--- src/rtl/ad_conv_sched.sv ---
// rtl/ad_conv_sched.sv - round-robin scheduler sharing one AD conversion engine among four channels
module ad_conv_sched #(
  parameter int CONV_TIMEOUT = 1024
) (
  input  logic       clk,
  input  logic       rst,
  input  logic       enable,
  input  logic [4:1] ad_start,
  input  logic       conv_done,
  input  logic       flag_clr,
  output logic       conv_start,
  output logic [1:0] conv_ch,
  output logic       busy,
  output logic [4:1] pending,
  output logic [4:1] overrun,
  output logic       timeout_err
);

  typedef enum logic [1:0] {IDLE, START, WAIT} state_t;

  // WAIT aborts once the incremented count would reach CONV_TIMEOUT-1
  localparam logic [15:0] TO_LAST = 16'(CONV_TIMEOUT - 2);

  state_t      state_q, state_d;
  logic [3:0]  start_v, start_d, edge_v, pend_q, ovr_q, grant_v;
  logic [1:0]  last_ch, sel, idx;
  logic        found, grant, done_ev, tmo_ev;
  logic [15:0] cnt;

  assign start_v = ad_start;
  assign edge_v  = start_v & ~start_d & {4{enable}};
  assign found   = |pend_q;
  assign grant_v = grant ? (4'b0001 << sel) : 4'b0000;

  always_comb begin
    sel = 2'd0;
    idx = 2'd0;
    for (int k = 4; k >= 1; k--) begin
      idx = last_ch + 2'(k);
      if (pend_q[idx]) sel = idx;
    end
  end

  always_comb begin
    state_d = state_q;
    grant   = 1'b0;
    done_ev = 1'b0;
    tmo_ev  = 1'b0;
    case (state_q)
      IDLE: if (enable && found) begin
        grant   = 1'b1;
        state_d = START;
      end
      START: state_d = WAIT;
      WAIT: if (conv_done) begin
        done_ev = 1'b1;
        state_d = IDLE;
      end else if (cnt == TO_LAST) begin
        tmo_ev  = 1'b1;
        state_d = IDLE;
      end
      default: state_d = IDLE;
    endcase
  end

  always_ff @(posedge clk or posedge rst) begin
    if (rst) state_q <= IDLE;
    else     state_q <= state_d;
  end

  always_ff @(posedge clk or posedge rst) begin
    if (rst) begin
      start_d     <= 4'b0000;
      pend_q      <= 4'b0000;
      ovr_q       <= 4'b0000;
      timeout_err <= 1'b0;
      conv_ch     <= 2'd0;
      last_ch     <= 2'd3;
      cnt         <= 16'd0;
    end else begin
      start_d <= start_v;
      if (!enable) pend_q <= 4'b0000;
      else         pend_q <= (pend_q & ~grant_v) | edge_v;
      // a set in the same cycle as flag_clr wins
      ovr_q <= (ovr_q & ~{4{flag_clr}}) | (edge_v & pend_q & ~grant_v);
      if (tmo_ev)        timeout_err <= 1'b1;
      else if (flag_clr) timeout_err <= 1'b0;
      if (grant) conv_ch <= sel;
      if (done_ev || tmo_ev) last_ch <= conv_ch;
      if (state_q == START) cnt <= 16'd0;
      else if (state_q == WAIT && cnt != 16'hFFFF) cnt <= cnt + 16'd1;
    end
  end

  assign conv_start = (state_q == START);
  assign busy       = (state_q != IDLE);
  assign pending    = pend_q;
  assign overrun    = ovr_q;

endmodule

--- config.mk ---
export PLATFORM = sky130hd
export DESIGN_NAME = ad_conv_sched
export DESIGN_NICKNAME = d
export VERILOG_FILES = /design/src/rtl/ad_conv_sched.sv
export SDC_FILE = /design/constraint.sdc
export NUM_CORES = 1
export LEC_CHECK = 0
export CORE_MARGIN = 3
export CORE_UTILIZATION = 36
export CTS_BUF_LIST = sky130_fd_sc_hd__clkbuf_2 sky130_fd_sc_hd__clkbuf_4 sky130_fd_sc_hd__clkbuf_8
export CTS_CLUSTER_DIAMETER = 120
export DETAILED_ROUTE_END_ITERATION = 8
export GPL_TIMING_DRIVEN = 0
export PLACE_DENSITY = 0.69
export SETUP_SLACK_MARGIN = 0.4
export SLEW_MARGIN = 25
export SYNTH_ARGS = -nofsm -noshare
export SYNTH_HDL_FRONTEND = slang
export SYNTH_SLANG_ARGS = --single-unit
--- constraint.sdc ---
create_clock -name clk -period 2 [get_ports clk]
set_input_delay 0.4 -clock clk [delete_from_list [all_inputs] [get_ports clk]]
set_output_delay 0.4 -clock clk [all_outputs]
set_load 0.005 [all_outputs]
Word level (Yosys, flattened, before mapping)
Index checks and enable logic that the tools add are counted.
W data, S select, Z words.
{ "op_classes": {"n_eq_ne": 6, "n_mux": 29, "n_addsub": 4, "bitwise_logic": 11, "order_cmp": 4, "n_shift": 1, "n_reduce_logical": 9} }
{ "ops": {"columns": ["cell", "n"], "rows": [
  ["$mux W16", 2],
  ["$and A4 B4 Y4", 6],
  ["$add A16 B1 Y16 const B", 1],
  ["$eq A16 B10 Y1 const B", 1],
  ["$ne A16 B16 Y1 const B", 1],
  ["$mux W2", 7],
  ["$mux W1", 13],
  ["$lt A2 B3 Y1 const B", 4],
  ["$not A4 Y4", 3],
  ["$bmux W1 S2", 4],
  ["$mux W4", 2],
  ["$or A4 B4 Y4", 2],
  ["$pmux W2 S3", 1],
  ["$reduce_bool A2 Y1", 3],
  ["$add A2 B2 Y2 const B", 2],
  ["$reduce_or A4 Y1", 1],
  ["$shl A1 B2 Y4 const A", 1],
  ["$ne A3 B3 Y1 const B", 1],
  ["$add A2 B1 Y2 const B", 1],
  ["$eq A2 B1 Y1 const B", 1],
  ["$eq A2 B2 Y1 const B", 1],
  ["$logic_and A1 B1 Y1", 2],
  ["$logic_not A2 Y1", 1],
  ["$ne A2 B2 Y1 const B", 1],
  ["2 further kinds", 2]
]} }
{ "totals": {"in_bits": 9, "register_bits": 35, "wordCells": 72} }

Logic depth before layout (Yosys ltp)
Gate-level depths: netlist (run 1).
{ "logic_depth": {"depth_word": 12, "mapped_depth": 7, "mapped_depth_nobuf": 7} }

Worst setup path after synthesis (run 1)
No wires, ideal clock.
{ "synth_timing": {"path_type": "register to register", "from": "register cnt[10]", "to": "register cnt[12]", "slack_ns": 0.141, "arrival_time_ns": 1.738, "synth_period_minus_slack_ns": 1.859, "required_time_ns": 1.879, "path_stages_with_launch": 8, "n_path_buf": 2, "cell_sequence": "dfrtp_1 > buf_2 > and4_1 > and3_1 > buf_6 > a21oi_4 > mux2_4 > a22o_1"} }
{ "synth_via": {"elab_chain_len": 3, "word_cells_on_any_way": 6, "classes_between": "add/sub (1); eq/ne (1); mux (2); reduce/logical (2)"} }
{ "synth_lines": {"columns": ["item", "line", "text"], "rows": [
  ["start, declared", "28", "logic [15:0] cnt;"],
  ["start signal, assigned", "91", "else if (state_q == WAIT && cnt != 16'hFFFF) cnt <= cnt + 16'd1;"],
  ["$add A16 B1 Y16 / $ne A16 B16 Y1 (equally long branches)", "91", null],
  ["$mux W16 / $logic_and A1 B1 Y1 (equally long branches)", "91", null],
  ["$mux W16 / $reduce_bool A2 Y1 (equally long branches)", null, null]
]} }
Several ways; a longest one is shown, not always the timed one. The select of a mux whose other input is x is not followed.
A chain may end at the register's enable or synchronous reset.

Worst setup path after layout (run 1)
{ "layout_timing": {"from": "register cnt[13]", "to": "register cnt[12]"} }
{ "layout_via": {"elab_chain_len": 3} }
{ "layout_lines": {"columns": ["item", "line"], "rows": [
  ["$ne A16 B16 Y1", "91"],
  ["$logic_and A1 B1 Y1", "91"],
  ["$reduce_bool A2 Y1 (no line)", null]
]} }
No other way between the ends.

==> results of run 1 <==
-- how the worst max path moves through the flow --
stage	start	endpoint	slack, ns	cells past startpoint
2_1_floorplan	cnt[10]$_DFFE_PP0P_	cnt[12]$_DFFE_PP0P_	0.19	7
3_3_place_gp	rst	cnt[3]$_DFFE_PP0P_	0.01	2
3_5_place_dp	cnt[1]$_DFFE_PP0P_	cnt[12]$_DFFE_PP0P_	0.04	6
4_1_cts	cnt[10]$_DFFE_PP0P_	cnt[12]$_DFFE_PP0P_	0.29	7
5_1_grt	cnt[0]$_DFFE_PP0P_	cnt[13]$_DFFE_PP0P_	0.19	7
6_report	cnt[13]$_DFFE_PP0P_	cnt[12]$_DFFE_PP0P_	0.25	6
-- worst max-delay path, delay by kind of cell, from the launching register on --
family	cells	cell delay [ns]
flops	1	0.43
compound gates	2	0.40
simple gates	2	0.36
mux	1	0.32
buf+inv	1	0.13
-- cells by family after synthesis --
logic type / synth area share
buf+inv: 0.04424
xor+xnor: 0.01906
compound gates: 0.1763
mux: 0.05446
fa+ha+maj: 0.01361
simple gates: 0.2144
flops: 0.4779
-- final cells by class --
class / count / area [sq um]
Tap cell: 67 / 83.83
Sequential cell: 35 / 889.6
Buffer: 4 / 35.03
Timing Repair Buffer: 56 / 484.2
Clock buffer: 6 / 82.58
Fill cell: 403 / 2053
Multi-Input combinational cell: 126 / 1114
Clock inverter: 2 / 16.27
Inverter: 15 / 58.81
-- what timing repair did --
| item | 4_1_cts | 5_1_grt |
|---|---|---|
| pin swaps | 8 | 10 |
| gates resized for setup | 43 | 34 |
| setup buffers | 26 | 9 |
| setup endpoints to repair | 29 | 32 |
| cloned | 0 | 0 |
-- per-layer routing --
layer | part of all wire | routed length [microns]
met3 | 0.047 | 243
met1 | 0.40 | 2074
met4 | 0.023 | 120
met2 | 0.53 | 2702
met5 | 0 | 0
-- power by group --
part           leakage (nW)  internal, mW  switching [mW]
clock                0.0474         0.281           0.291
combinational         0.650         0.503           0.454
sequential            0.448         0.815           0.115
total                  1.15          1.60           0.860
-- cells in the final DEF, fill, tap and decap left out, types with 5 or more instances in the layout --
master / instances
nor2_1: 10
clkdlybuf4s50_1: 14
o21ai_1: 5
o21ai_0: 5
inv_1: 10
dfrtp_2: 9
nand2_1: 12
clkbuf_8: 6
dfrtp_1: 24
nand3_1: 8
buf_4: 31
buf_6: 7
-- flip-flops by register name (all words and copies together) (netlist names) --
signal,count
overrun,4
last_ch,2
pending,4
cnt,16
state_q,2
conv_ch,2
timeout_err,1
start_d,4
-- per-stage QoR --
stage                     hold slack (ns)  instances  instance area, sq um  power [mW]    util
after floorplan                    0.4314        180                  1864       1.262       -
after global placement             0.4509        268                  2158       1.477  0.4481
after detailed placement           0.4573        268                  2158       1.487  0.4481
after CTS                          0.4684        302                  2564       2.273  0.5322
after global routing               0.4961        311                  2764       2.579  0.5738
final                              0.4696        311                  2764       2.459  0.5738
==> results.json, run 1 <==
{
  "wl_microns": 5141,
  "clk_latency_ns": 0.30,
  "crit_path_end_kind": "flop",
  "fmax_mhz": 571.3,
  "cts_buffers": 5,
  "io_pins": 22,
  "slew_viol_final": 0,
  "busiest_layer": "met2",
  "status": "finished, final reports clean",
  "fin_tns_setup_ns": 0,
  "area_growth_syn_to_layout_pct": 50.37,
  "synth_top_area_frac": 0.4493,
  "worstPathMaxFanout": 6,
  "post-synth-top-count-cell": "dfrtp_1",
  "ff2ff_setup_slack_ns": 0.25,
  "met1_usage": 0.2013,
  "start_util": 0.3816,
  "peakVddDrop_mv": 0.6250,
  "coreArea_sq_um": 4817,
  "die-area_sq_um": 5999,
  "fin_ws_ns": 0.2498,
  "die_w_microns": 77.46,
  "viasPerCell": 5.392,
  "num_vias": 1677,
  "worstPathArrival_ns": 1.95,
  "report.final.hold_viol_count": 0,
  "synth.area.top_cells": "dfrtp_1 45%, inv_1 3.1%, dfstp_2 2.9%",
  "yosysWarnings": 0,
  "grt_pass1_vias": 1713,
  "hold_end": "overrun[1]$_DFF_PP0_",
  "drive_gt1_frac": 0.4303,
  "dpl.hpwl_microns": 2679,
  "num-nets-final": 254,
  "wl_per_cell_microns": 16.53,
  "numClockSinks": 35,
  "grt_pass1_wl_microns": 8010,
  "p_leak_nw": 1.146,
  "worstReg2RegEnd": "cnt[12]$_DFFE_PP0P_",
  "yosysSeqAreaShare": 0.4779,
  "htree_levels": 2,
  "async_reset_ff_frac": 1.000,
  "globalRoute.totalOverflow": 0,
  "antenna_found_initial": 0,
  "path_class": "reg2reg",
  "synth_area_leader_cell": "dfrtp_1",
  "syn_area_per_cell_sq_um": 10.21,
  "drtIter0Drc": 161,
  "syn_nets": 191,
  "min-delay-start": "start_d[0]$_DFF_PP0_",
  "synth_ff_type": "dfrtp_1",
  "n_antenna_cell": 0,
  "cts_hold_buf": 0,
  "hold_depth": 1,
  "crit_path_top_delay_cell": "dfrtp_1",
  "cp_cell_sequence": "and4_4 > and3_4 > buf_6 > a21oi_4 > mux2_4 > a22o_1",
  "max_cap_violations": 0,
  "r2r_cells": 6,
  "rsz0062_at_grt": "true",
  "grtUsageTotal": 0.1692,
  "drt_pass1_iterations": 4,
  "num_rows": 25,
  "dieHeight_microns": 77.46,
  "hold_class": "reg2reg",
  "drc": 0,
  "antenna_left": 0,
  "grt_max_degree": 36,
  "port_buffers": 21,
  "start_kind": "flop",
  "met3_usage": 0.03480,
  "path_clk_slew_ns": 0.08,
  "synth_area_sq_um": 1838,
  "r2r-start": "cnt[13]$_DFFE_PP0P_",
  "cts_tree": "done",
  "pre_cts_ws_ns": 0.04392,
  "synth_edf_count": 0,
  "clock_skew_ns": 0.007063,
  "synth_cell_types": 49,
  "ys_top_cells_by_count": "33 x dfrtp_1, 15 x inv_1, 14 x nand2_1",
  "crit_required_ns": 2.20,
  "finalCriticalPeriod_ns": 1.750,
  "slowest_delay_ns": 0.43,
  "slew_headroom": 0.5026,
  "post-route-period-util": 0.8751,
  "root_buffer": "clkbuf_8",
  "setup_violations": 0,
  "ys_ff_latch": 35,
  "syn_inst": 180,
  "powerDensity_nw_per_um2": 889.5,
  "worst_pin_slew_ns": 0.7450,
  "cts_buffer_depth": 2,
  "use_met2": 0.2841,
  "place_congestion": 0.8651
}
Power figures use the tool's default switching activity.
==> run 2, diff against run 1 <==
PLACE_DENSITY = 0.54   (was 0.69)
==> run 2 against run 1 <==
Effect of this change:
- cell area increased by 0.63%
- clock power increased by 36%
- first-iteration DRC count decreased by 73%
- critical path depth increased by 1
- sequential power about the same
- wire length decreased by 5.2%
- cell count decreased by 0.32%
- critical path type unchanged
- critical endpoint unchanged
==> results.json, run 2 (synthesized netlist as in run 1, its figures left out) <==
{
  "die_w_microns": 77.46,
  "numClockSinks": 35,
  "cts_tree": "done",
  "place_congestion": 0.8443,
  "slew_viol_final": 0,
  "rsz0062_at_grt": "true",
  "hold_class": "reg2reg",
  "worstPathMaxFanout": 6,
  "setup_violations": 0,
  "crit_required_ns": 2.18,
  "antenna_left": 0,
  "p_clk_frac": 0.296,
  "worstPathArrival_ns": 1.95,
  "comb_power_share": 0.350,
  "crit_path_end_kind": "flop",
  "wl_per_cell_microns": 15.73,
  "holdWs_ns": 0.4697,
  "intPower_mw": 1.811,
  "globalRoute.totalOverflow": 0,
  "clk_latency_ns": 0.29,
  "p_seq_frac": 0.354,
  "power.switching_mw": 0.8218,
  "path_clk_slew_ns": 0.07,
  "grt_max_degree": 36,
  "root_buffer": "clkbuf_8",
  "wl_microns": 4875,
  "viasPerCell": 5.258,
  "fmax_mhz": 565.0,
  "grtUsageTotal": 0.1716,
  "n_antenna_cell": 0,
  "slew_headroom": 0.4995,
  "clock_skew_ns": 0.01186,
  "peakVddDrop_mv": 0.4014,
  "path_class": "reg2reg",
  "coreArea_sq_um": 4817,
  "start_util": 0.3816,
  "dpl.hpwl_microns": 2946,
  "finalCriticalPeriod_ns": 1.770,
  "num_rows": 25,
  "htree_levels": 2,
  "fin_tns_setup_ns": 0,
  "antenna_found_initial": 0,
  "cts_buffers": 5,
  "io_pins": 22,
  "powerDensity_nw_per_um2": 946.4,
  "num_vias": 1630,
  "max_cap_violations": 0,
  "port_buffers": 21,
  "area_growth_syn_to_layout_pct": 51.33,
  "start_kind": "flop",
  "cts_buffer_depth": 2,
  "dieHeight_microns": 77.46,
  "grt_pass1_vias": 1692,
  "largest_reg_flops": 16,
  "die-area_sq_um": 5999,
  "top_register": "cnt",
  "drtIter0Drc": 43,
  "drc": 0,
  "grt_pass1_wl_microns": 8176,
  "layout_commonest_cell": "buf_4",
  "drt_pass1_iterations": 4,
  "sw_frac_of_total": 0.3122,
  "final_cell_mix": "32 x buf_4, 23 x dfrtp_1, 13 x nand2_1, 12 x nor2_1, 12 x clkdlybuf4s50_1",
  "report.final.hold_viol_count": 0,
  "p_leak_nw": 1.173,
  "post-route-period-util": 0.8849,
  "status": "finished, final reports clean",
  "worst_pin_slew_ns": 0.7497,
  "drive_gt1_frac": 0.4198,
  "num-nets-final": 253
}
-- run 2: changes by cell type in the layout (fill, tap and decap cells not counted), moves of 2 or more --
cell,delta
bufinv_16,+2
clkbuf_4,+2
o311ai_1,-2
o21ai_1,-3
nor2_1,+2
clkdlybuf4s50_1,-2
dlymetal6s2s_1,+2
o21ai_2,+2
nor2_2,-2
buf_6,-3
-- run 2: worst paths after layout --
| kind | startpoint | end | slack [ns] | depth (start not counted) |
|---|---|---|---|---|
| hold reg to reg | start_d[0]$_DFF_PP0_ | overrun[1]$_DFF_PP0_ | 0.47 | 1 |
| min in group asynchronous | rst | timeout_err$_DFFE_PP0P_ | 0.56 | 2 |
| max in group asynchronous | rst | cnt[0]$_DFFE_PP0P_ | 0.91 | 2 |
| setup / recovery | cnt[10]$_DFFE_PP0P_ | cnt[12]$_DFFE_PP0P_ | 0.23 | 7 |
| setup reg to reg | cnt[10]$_DFFE_PP0P_ | cnt[12]$_DFFE_PP0P_ | 0.23 | 7 |
| hold / removal | start_d[0]$_DFF_PP0_ | overrun[1]$_DFF_PP0_ | 0.47 | 1 |
-- run 2: power by group through the flow --
| stage | Sequential (mW) | Clock [mW] | Combinational (mW) |
|---|---|---|---|
| 2_1_floorplan | 0.904 | 0 | 0.358 |
| 3_3_place_gp | 0.923 | 0 | 0.556 |
| 3_5_place_dp | 0.930 | 0 | 0.564 |
| 4_1_cts | 0.918 | 0.793 | 0.786 |
| 5_1_grt | 0.947 | 0.836 | 1.01 |
| 6_report | 0.932 | 0.780 | 0.920 |
-- run 2: cell type report --
| type | instances | area, sq um |
|---|---|---|
| Sequential cell | 35 | 890.9 |
| Buffer | 4 | 33.78 |
| Timing Repair Buffer | 55 | 465.4 |
| Tap cell | 67 | 83.83 |
| Multi-Input combinational cell | 126 | 1110 |
| Fill cell | 404 | 2036 |
| Clock buffer | 6 | 76.32 |
| Inverter | 15 | 61.31 |
| Clock inverter | 2 | 60.06 |
-- run 2: repair_timing --
action,in CTS,in global routing
hold buffers,0,0
resized for setup,42,32
pin swaps,11,13
setup endpoints to repair,30,32
setup buffers,27,7
-- run 2: critical path, stage by stage (launching register included) --
cell and delay [ns]:
dfrtp_1 0.38, buf_6 0.12, and4_4 0.14, and3_4 0.14
buf_6 0.12, a21oi_4 0.23, mux2_4 0.32, a22o_1 0.20
-- run 2: routing by layer --
layer  vias to the layer above  wire [microns]  GRT usage  part of all wire
met1                       819            2296     0.2247              0.47
li1                        783               -          -                 -
met3                         6             139    0.04176             0.029
met2                        22            2387     0.2798              0.49
met4                         0              51    0.05338             0.010
met5                         -               0          0                 0
-- run 2: metrics by stage --
| step | cell area (sq um) | cells | power, mW | setup WS, ns | utilization |
|---|---|---|---|---|---|
| 2_1_floorplan | 1864 | 180 | 1.262 | 0.1919 | - |
| 3_3_place_gp | 2158 | 268 | 1.479 | -0.001685 | 0.4481 |
| 3_5_place_dp | 2158 | 268 | 1.494 | 0.008531 | 0.4481 |
| 4_1_cts | 2619 | 303 | 2.497 | 0.2177 | 0.5436 |
| 5_1_grt | 2781 | 310 | 2.790 | 0.1678 | 0.5774 |
| 6_report | 2781 | 310 | 2.632 | 0.2301 | 0.5774 |
==> patch 1: new RTL, settings of run 2 <==
Register the inputs `enable`, `ad_start`, `conv_done` and `flag_clr` before use, with the module's reset. The logic sees them one clock later. Comments in the files are not updated.
--- a/src/rtl/ad_conv_sched.sv
+++ b/src/rtl/ad_conv_sched.sv
@@ -21,14 +21,33 @@
   // WAIT aborts once the incremented count would reach CONV_TIMEOUT-1
   localparam logic [15:0] TO_LAST = 16'(CONV_TIMEOUT - 2);
 
+  logic enable_q;
+  logic [4:1] ad_start_q;
+  logic conv_done_q;
+  logic flag_clr_q;
+
+  always_ff @(posedge clk or posedge rst) begin
+    if (rst) begin
+      enable_q    <= '0;
+      ad_start_q  <= '0;
+      conv_done_q <= '0;
+      flag_clr_q  <= '0;
+    end else begin
+      enable_q    <= enable;
+      ad_start_q  <= ad_start;
+      conv_done_q <= conv_done;
+      flag_clr_q  <= flag_clr;
+    end
+  end
+
   state_t      state_q, state_d;
   logic [3:0]  start_v, start_d, edge_v, pend_q, ovr_q, grant_v;
   logic [1:0]  last_ch, sel, idx;
   logic        found, grant, done_ev, tmo_ev;
   logic [15:0] cnt;
 
-  assign start_v = ad_start;
-  assign edge_v  = start_v & ~start_d & {4{enable}};
+  assign start_v = ad_start_q;
+  assign edge_v  = start_v & ~start_d & {4{enable_q}};
   assign found   = |pend_q;
   assign grant_v = grant ? (4'b0001 << sel) : 4'b0000;
 
@@ -47,12 +66,12 @@
     done_ev = 1'b0;
     tmo_ev  = 1'b0;
     case (state_q)
-      IDLE: if (enable && found) begin
+      IDLE: if (enable_q && found) begin
         grant   = 1'b1;
         state_d = START;
       end
       START: state_d = WAIT;
-      WAIT: if (conv_done) begin
+      WAIT: if (conv_done_q) begin
         done_ev = 1'b1;
         state_d = IDLE;
       end else if (cnt == TO_LAST) begin
@@ -79,12 +98,12 @@
       cnt         <= 16'd0;
     end else begin
       start_d <= start_v;
-      if (!enable) pend_q <= 4'b0000;
+      if (!enable_q) pend_q <= 4'b0000;
       else         pend_q <= (pend_q & ~grant_v) | edge_v;
       // a set in the same cycle as flag_clr wins
-      ovr_q <= (ovr_q & ~{4{flag_clr}}) | (edge_v & pend_q & ~grant_v);
+      ovr_q <= (ovr_q & ~{4{flag_clr_q}}) | (edge_v & pend_q & ~grant_v);
       if (tmo_ev)        timeout_err <= 1'b1;
-      else if (flag_clr) timeout_err <= 1'b0;
+      else if (flag_clr_q) timeout_err <= 1'b0;
       if (grant) conv_ch <= sel;
       if (done_ev || tmo_ev) last_ch <= conv_ch;
       if (state_q == START) cnt <= 16'd0;
Behaviour: not the same (Yosys sat finds a counterexample within 4 cycles, from zero or initial values and one cycle with rst high).
==> patch 1 against run 2 <==
Die area grew 5.0%. Total power fell by 2.5%. Final cell count rose by 2.3%. Synthesized area rose by 5.4%. Setup slack lost 0.024 ns. Sequential cell count grew 7. Critical path depth stayed put. Design area is 4.0% higher. Critical endpoint is now last_ch[0]. Wire length is 1.5% lower.
==> patch 1: results (changes against run 2) <==
| Metric | Value |
|---|---|
| Met3 usage | 3.72% (was 4.18%) |
| Vias | 1624 (was 1630) |
| Top cells by instance count after synthesis | dfrtp_1 (40), nand3_1 (17), nand2_1 (15), o21ai_0 (10) (was dfrtp_1 (33), inv_1 (15), nand2_1 (14), nor2_1 (13)) |
| Sequential area share after synthesis | 54.4% (was 47.8%) |
| Layout cells sized above 1 | 41.3% (was 42.0%) |
| Status | finished, final reports clean (unchanged) |
| Fill cells | 429 (was 404) |
| Cell variety after synth | 44 (was 49) |
| Clock latency on the worst-skew pair | 0.31 ns (was 0.29 ns) |
| Post-DP HPWL | 2.86 mm (was 2.95 mm) |
| Final GP Congestion | 0.773 (was 0.844) |
| Global-route wire length before repair | 7.87 mm (was 8.18 mm) |
| Maximum VDD drop | 350 µV (was 401 µV) |
| Net Count, Synth | 192 (was 191) |
| Gate count after technology mapping | 181 (was 180) |
| All-Layer GR Usage | 16.2% (was 17.2%) |
| Synth area leaders | dfrtp_1 (52%), nand3_1 (4.4%), nand2_1 (2.9%) (was dfrtp_1 (45%), inv_1 (3.1%), dfstp_2 (2.9%)) |
| Skew final | 0.00775 ns (was 0.0119 ns) |
| Iteration-0 DRC Markers | 79 (was 43) |
| Dpl cells | 273 (was 268) |
| GRT met2 Usage | 25.0% (was 28.0%) |
| Worst slack, placed | 0.115 ns (was 0.00853 ns) |
| Crit-path max FO | 4 (was 6) |
| Final net count | 257 (was 253) |
| Largest net degree at the start of global routing | 34 (was 36) |
patch 1: cell types whose count changed in the layout (fill, tap and decap cells not counted), moves of 4 or more:
cell and delta:
dfrtp_1 +7, nand2b_1 +7, nand3_1 +7, nor2_1 -7, o31ai_1 +5, inv_1 -4, nand3b_1 -4, o21ai_0 -4
patch 1: logic make-up after synthesis:
| kind of cell | share of synthesized area, % |
|---|---|
| AND/OR/NAND/NOR | 23.2 |
| flip-flops | 54.4 |
| AO/OA/AOI/OAI | 15.0 |
| buffers and inverters | 2.45 |
| multiplexers | 3.23 |
| adder cells (fa/ha/maj) | 1.29 |
| XOR/XNOR | 0.452 |
patch 1: power by group through the flow:
stage               Combinational, W  Sequential [W]  Clock [W]
floorplan                   0.000256         0.00107          0
global placement            0.000410         0.00110          0
detailed placement          0.000420         0.00110          0
CTS                         0.000631         0.00109   0.000709
global route                0.000839         0.00113   0.000736
finish                      0.000765         0.00111   0.000693
patch 1: layout make-up:
type / count / area share (%)
inverter: 9 / 1.25
clock inverter: 2 / 1.30
buffer: 3 / 0.908
timing repair buffer: 58 / 17.6
multi-input combinational: 127 / 36.4
sequential: 42 / 36.9
clock buffer: 6 / 2.64
tap: 70 / 3.03
patch 1: final timing paths:
kind	startpoint	endpoint	slack, ns	cells past startpoint
max	cnt[0]	last_ch[0]	0.21	7
min	rst	cnt[4]	0.33	2
max reg2reg	cnt[0]	last_ch[0]	0.21	7
min reg2reg	ad_start_q[4]	start_d[3]	0.38	0
max in group asynchronous	rst	last_ch[0]	1.15	3
min in group clk	ad_start_q[4]	start_d[3]	0.38	0
patch 1: critical path, stage by stage (launching register included):
cell	delay (ns)
dfrtp_2	0.44
inv_2	0.08
ha_4	0.11
nand4b_1	0.15
nor3_4	0.20
a41oi_2	0.18
nor2_2	0.23
mux2_4	0.32
patch 1: repair_timing:
action                     in CTS  in global routing
hold endpoints to repair        0                  0
setup buffers                  27                  9
pin swaps                      13                 11
gates resized for setup        48                 35
setup endpoints to repair      33                 36
patch 1: metrics by stage:
stage | utilization [%] | setup TNS [ns]
2_1_floorplan | - | 0
3_5_place_dp | 43.7 | 0
5_1_grt | 55.9 | 0
3_3_place_gp | 43.3 | -8.92
4_1_cts | 52.2 | 0
6_report | 55.9 | 0
patch 1: per-layer routing:
metal  wire length [µm]  share of wire (%)  up-vias
li1                   -                  -      790
met3                176                3.7        7
met5                  0                  0        -
met1               2170                 45      804
met2               2380                 49       23
met4                 77                1.6        0
==> patch 2: new RTL, settings of run 2 <==
Without the edit above. `CONV_TIMEOUT`: 1024 -> 512.
--- a/src/rtl/ad_conv_sched.sv
+++ b/src/rtl/ad_conv_sched.sv
@@ -1,6 +1,6 @@
 // rtl/ad_conv_sched.sv - round-robin scheduler sharing one AD conversion engine among four channels
 module ad_conv_sched #(
-  parameter int CONV_TIMEOUT = 1024
+  parameter int CONV_TIMEOUT = 512
 ) (
   input  logic       clk,
   input  logic       rst,
Function: no difference found for any inputs over 10 cycles, from zero or initial values and one cycle with rst high; that may be too few to reach the edited logic, so the function may still have changed.
==> patch 2 against run 2 <==
Design area hardly changed. Sequential cell count is the same. Total power shrank 4.8%. Wire length grew 9.2%. Synthesized area shrank 0.20%. Setup slack got worse by 0.11 ns. Sequential power decreased by 0.6%.
==> patch 2: results (changes against run 2) <==
| Metric | Value |
|---|---|
| Status | finished, final reports clean (unchanged) |
| Cell variety after synth | 48 (was 49) |
| Fill cells | 420 (was 404) |
| Layout cells sized above 1 | 44.7% (was 42.0%) |
| Maximum VDD drop | 534 µV (was 401 µV) |
| Vias per cell | 5.52 (was 5.26) |
| Synth area leaders | dfrtp_1 (45%), nand2_1 (3.1%), o21ai_0 (3.0%) (was dfrtp_1 (45%), inv_1 (3.1%), dfstp_2 (2.9%)) |
| Synth Area in Adders | 1.36% (about the same) |
| Vias in the first global route | 1715 (was 1692) |
| Fin cells | 313 (was 310) |
| Worst slack, placed | -0.0282 ns (was 0.00853 ns) |
| Worst setup margin | 0.119 ns (was 0.230 ns) |
| Mean post-synth cell area | 10.0 µm² (was 10.2 µm²) |
| Crit path max-delay family | simple AND/OR/NAND/NOR gates (was compound AO/OA/AOI/OAI gates) |
| Dpl cells | 271 (was 268) |
| Crit-path max FO | 4 (was 6) |
| Sequential area share after synthesis | 47.9% (was 47.8%) |
| H-tree Lvls | 2 (unchanged) |
| All-Layer GR Usage | 18.0% (was 17.2%) |
| Compound-Gate Fraction of Synth Area | 18.2% (was 17.6%) |
| Skew final | 0.00846 ns (was 0.0119 ns) |
| Post-synthesis mux area share | 2.93% (was 5.45%) |
| Async SR Flop Fraction | 100% (unchanged) |
| Met1 GRT Util | 24.0% (was 22.5%) |
| Post-Synth XOR/XNOR Area | 1.43% (was 1.91%) |
| Most flops, register | cnt (unchanged) |
| GRT met2 Usage | 28.6% (was 28.0%) |
| Critical path's slowest cell | dfrtp_2 (was dfrtp_1) |
| Int Pwr | 0.00165 W (was 0.00181 W) |
| Hold slack | 0.477 ns (was 0.470 ns) |
| Data arrival, critical path | 2.10 ns (was 1.95 ns) |
| Iteration-0 DRC Markers | 176 (was 43) |
| CP Launch Point | cnt[0] (was cnt[10]) |
| Net Count, Synth | 194 (was 191) |
| Worst Max-Slew Pin Slew | 0.743 ns (was 0.750 ns) |
| Slowest stage delay, CP | 0.45 ns (was 0.38 ns) |
| Detailed Route WL | 5.32 mm (was 4.88 mm) |
| Final GP Congestion | 0.873 (was 0.844) |
| Global-route wire length before repair | 8.54 mm (was 8.18 mm) |
| Top cells by instance count after synthesis | dfrtp_1 (33), nand2_1 (15), inv_1 (14), o21ai_0 (11), a21oi_1 (10) (was dfrtp_1 (33), inv_1 (15), nand2_1 (14), nor2_1 (13)) |
| Synthesis warning total | 0 (unchanged) |
| Met3 usage | 3.94% (was 4.18%) |
| Final net count | 257 (was 253) |
| Leak | 1.15 nW (was 1.17 nW) |
| Post-DP HPWL | 3.13 mm (was 2.95 mm) |
patch 2: cell types whose count changed in the layout (fill, tap and decap cells not counted), sizes merged, moves of 3 or more:
cell           delta
a2111oi           -3
a21oi             +5
a31oi             +3
buf               +3
clkdlybuf4s50     +3
dlymetal6s2s      -3
nor2              -6
nor3              -3
patch 2: through the flow:
| step | cell area (µm²) | utilization, % | total power (W) |
|---|---|---|---|
| finish | 2780 | 57.8 | 0.00251 |
| global route | 2780 | 57.8 | 0.00266 |
| CTS | 2500 | 51.8 | 0.00225 |
| detailed placement | 2170 | 45.0 | 0.00157 |
| global placement | 2170 | 45.0 | 0.00155 |
| floorplan | 1870 | - | 0.00132 |
patch 2: metal layers:
metal	vias to the layer above	part of all wire, %
li1	800	-
met1	861	45
met4	0	2.0
met3	11	4.5
met2	56	48
met5	-	0
patch 2: power groups by stage:
stage	Sequential (W)	Combinational, W	Clock [W]
2_1_floorplan	0.000898	0.000420	0
3_3_place_gp	0.000919	0.000630	0
3_5_place_dp	0.000925	0.000643	0
4_1_cts	0.000911	0.000808	0.000530
5_1_grt	0.000940	0.00115	0.000567
6_report	0.000926	0.00106	0.000517
patch 2: cells by family after synthesis:
kind of cell	after synthesis
xor gates and xnor gates	3
muxes	5
and+or+nand+nor	68
AOI/OAI and AO/OA	50
DFF	35
adders and majority gates	2
buffers and inverters	20
patch 2: worst register-to-register path, cell delays in order (launching register included):
cell	delay, ns
dfrtp_2	0.45
ha_4	0.18
and3_4	0.18
and3_4	0.16
buf_6	0.12
a21o_1	0.17
or4_4	0.42
a21oi_2	0.12
patch 2: layout make-up:
type | count | area [µm²] | area share (%)
Clock buffer | 6 | 82.6 | 2.97
Sequential cell | 35 | 887 | 31.9
Inverter | 14 | 55.1 | 1.98
Timing Repair Buffer | 56 | 498 | 17.9
Tap cell | 67 | 83.8 | 3.01
Multi-Input combinational cell | 128 | 1110 | 39.9
Buffer | 6 | 60.1 | 2.16
Clock inverter | 1 | 5.00 | 0.180
patch 2: path summary, 6_finish.rpt:
kind / end
worst min-delay path: overrun[1]
max in group asynchronous: pending[1]
worst max-delay path: cnt[13]
worst max register to register: cnt[13]
min in group asynchronous: cnt[4]
worst min register to register: overrun[1]
patch 2: what timing repair did:
item | CTS | global route
buffers inserted | 20 | 15
gates resized for setup | 35 | 43
endpoints found under the setup margin | 32 | 29
pin swaps | 10 | 17
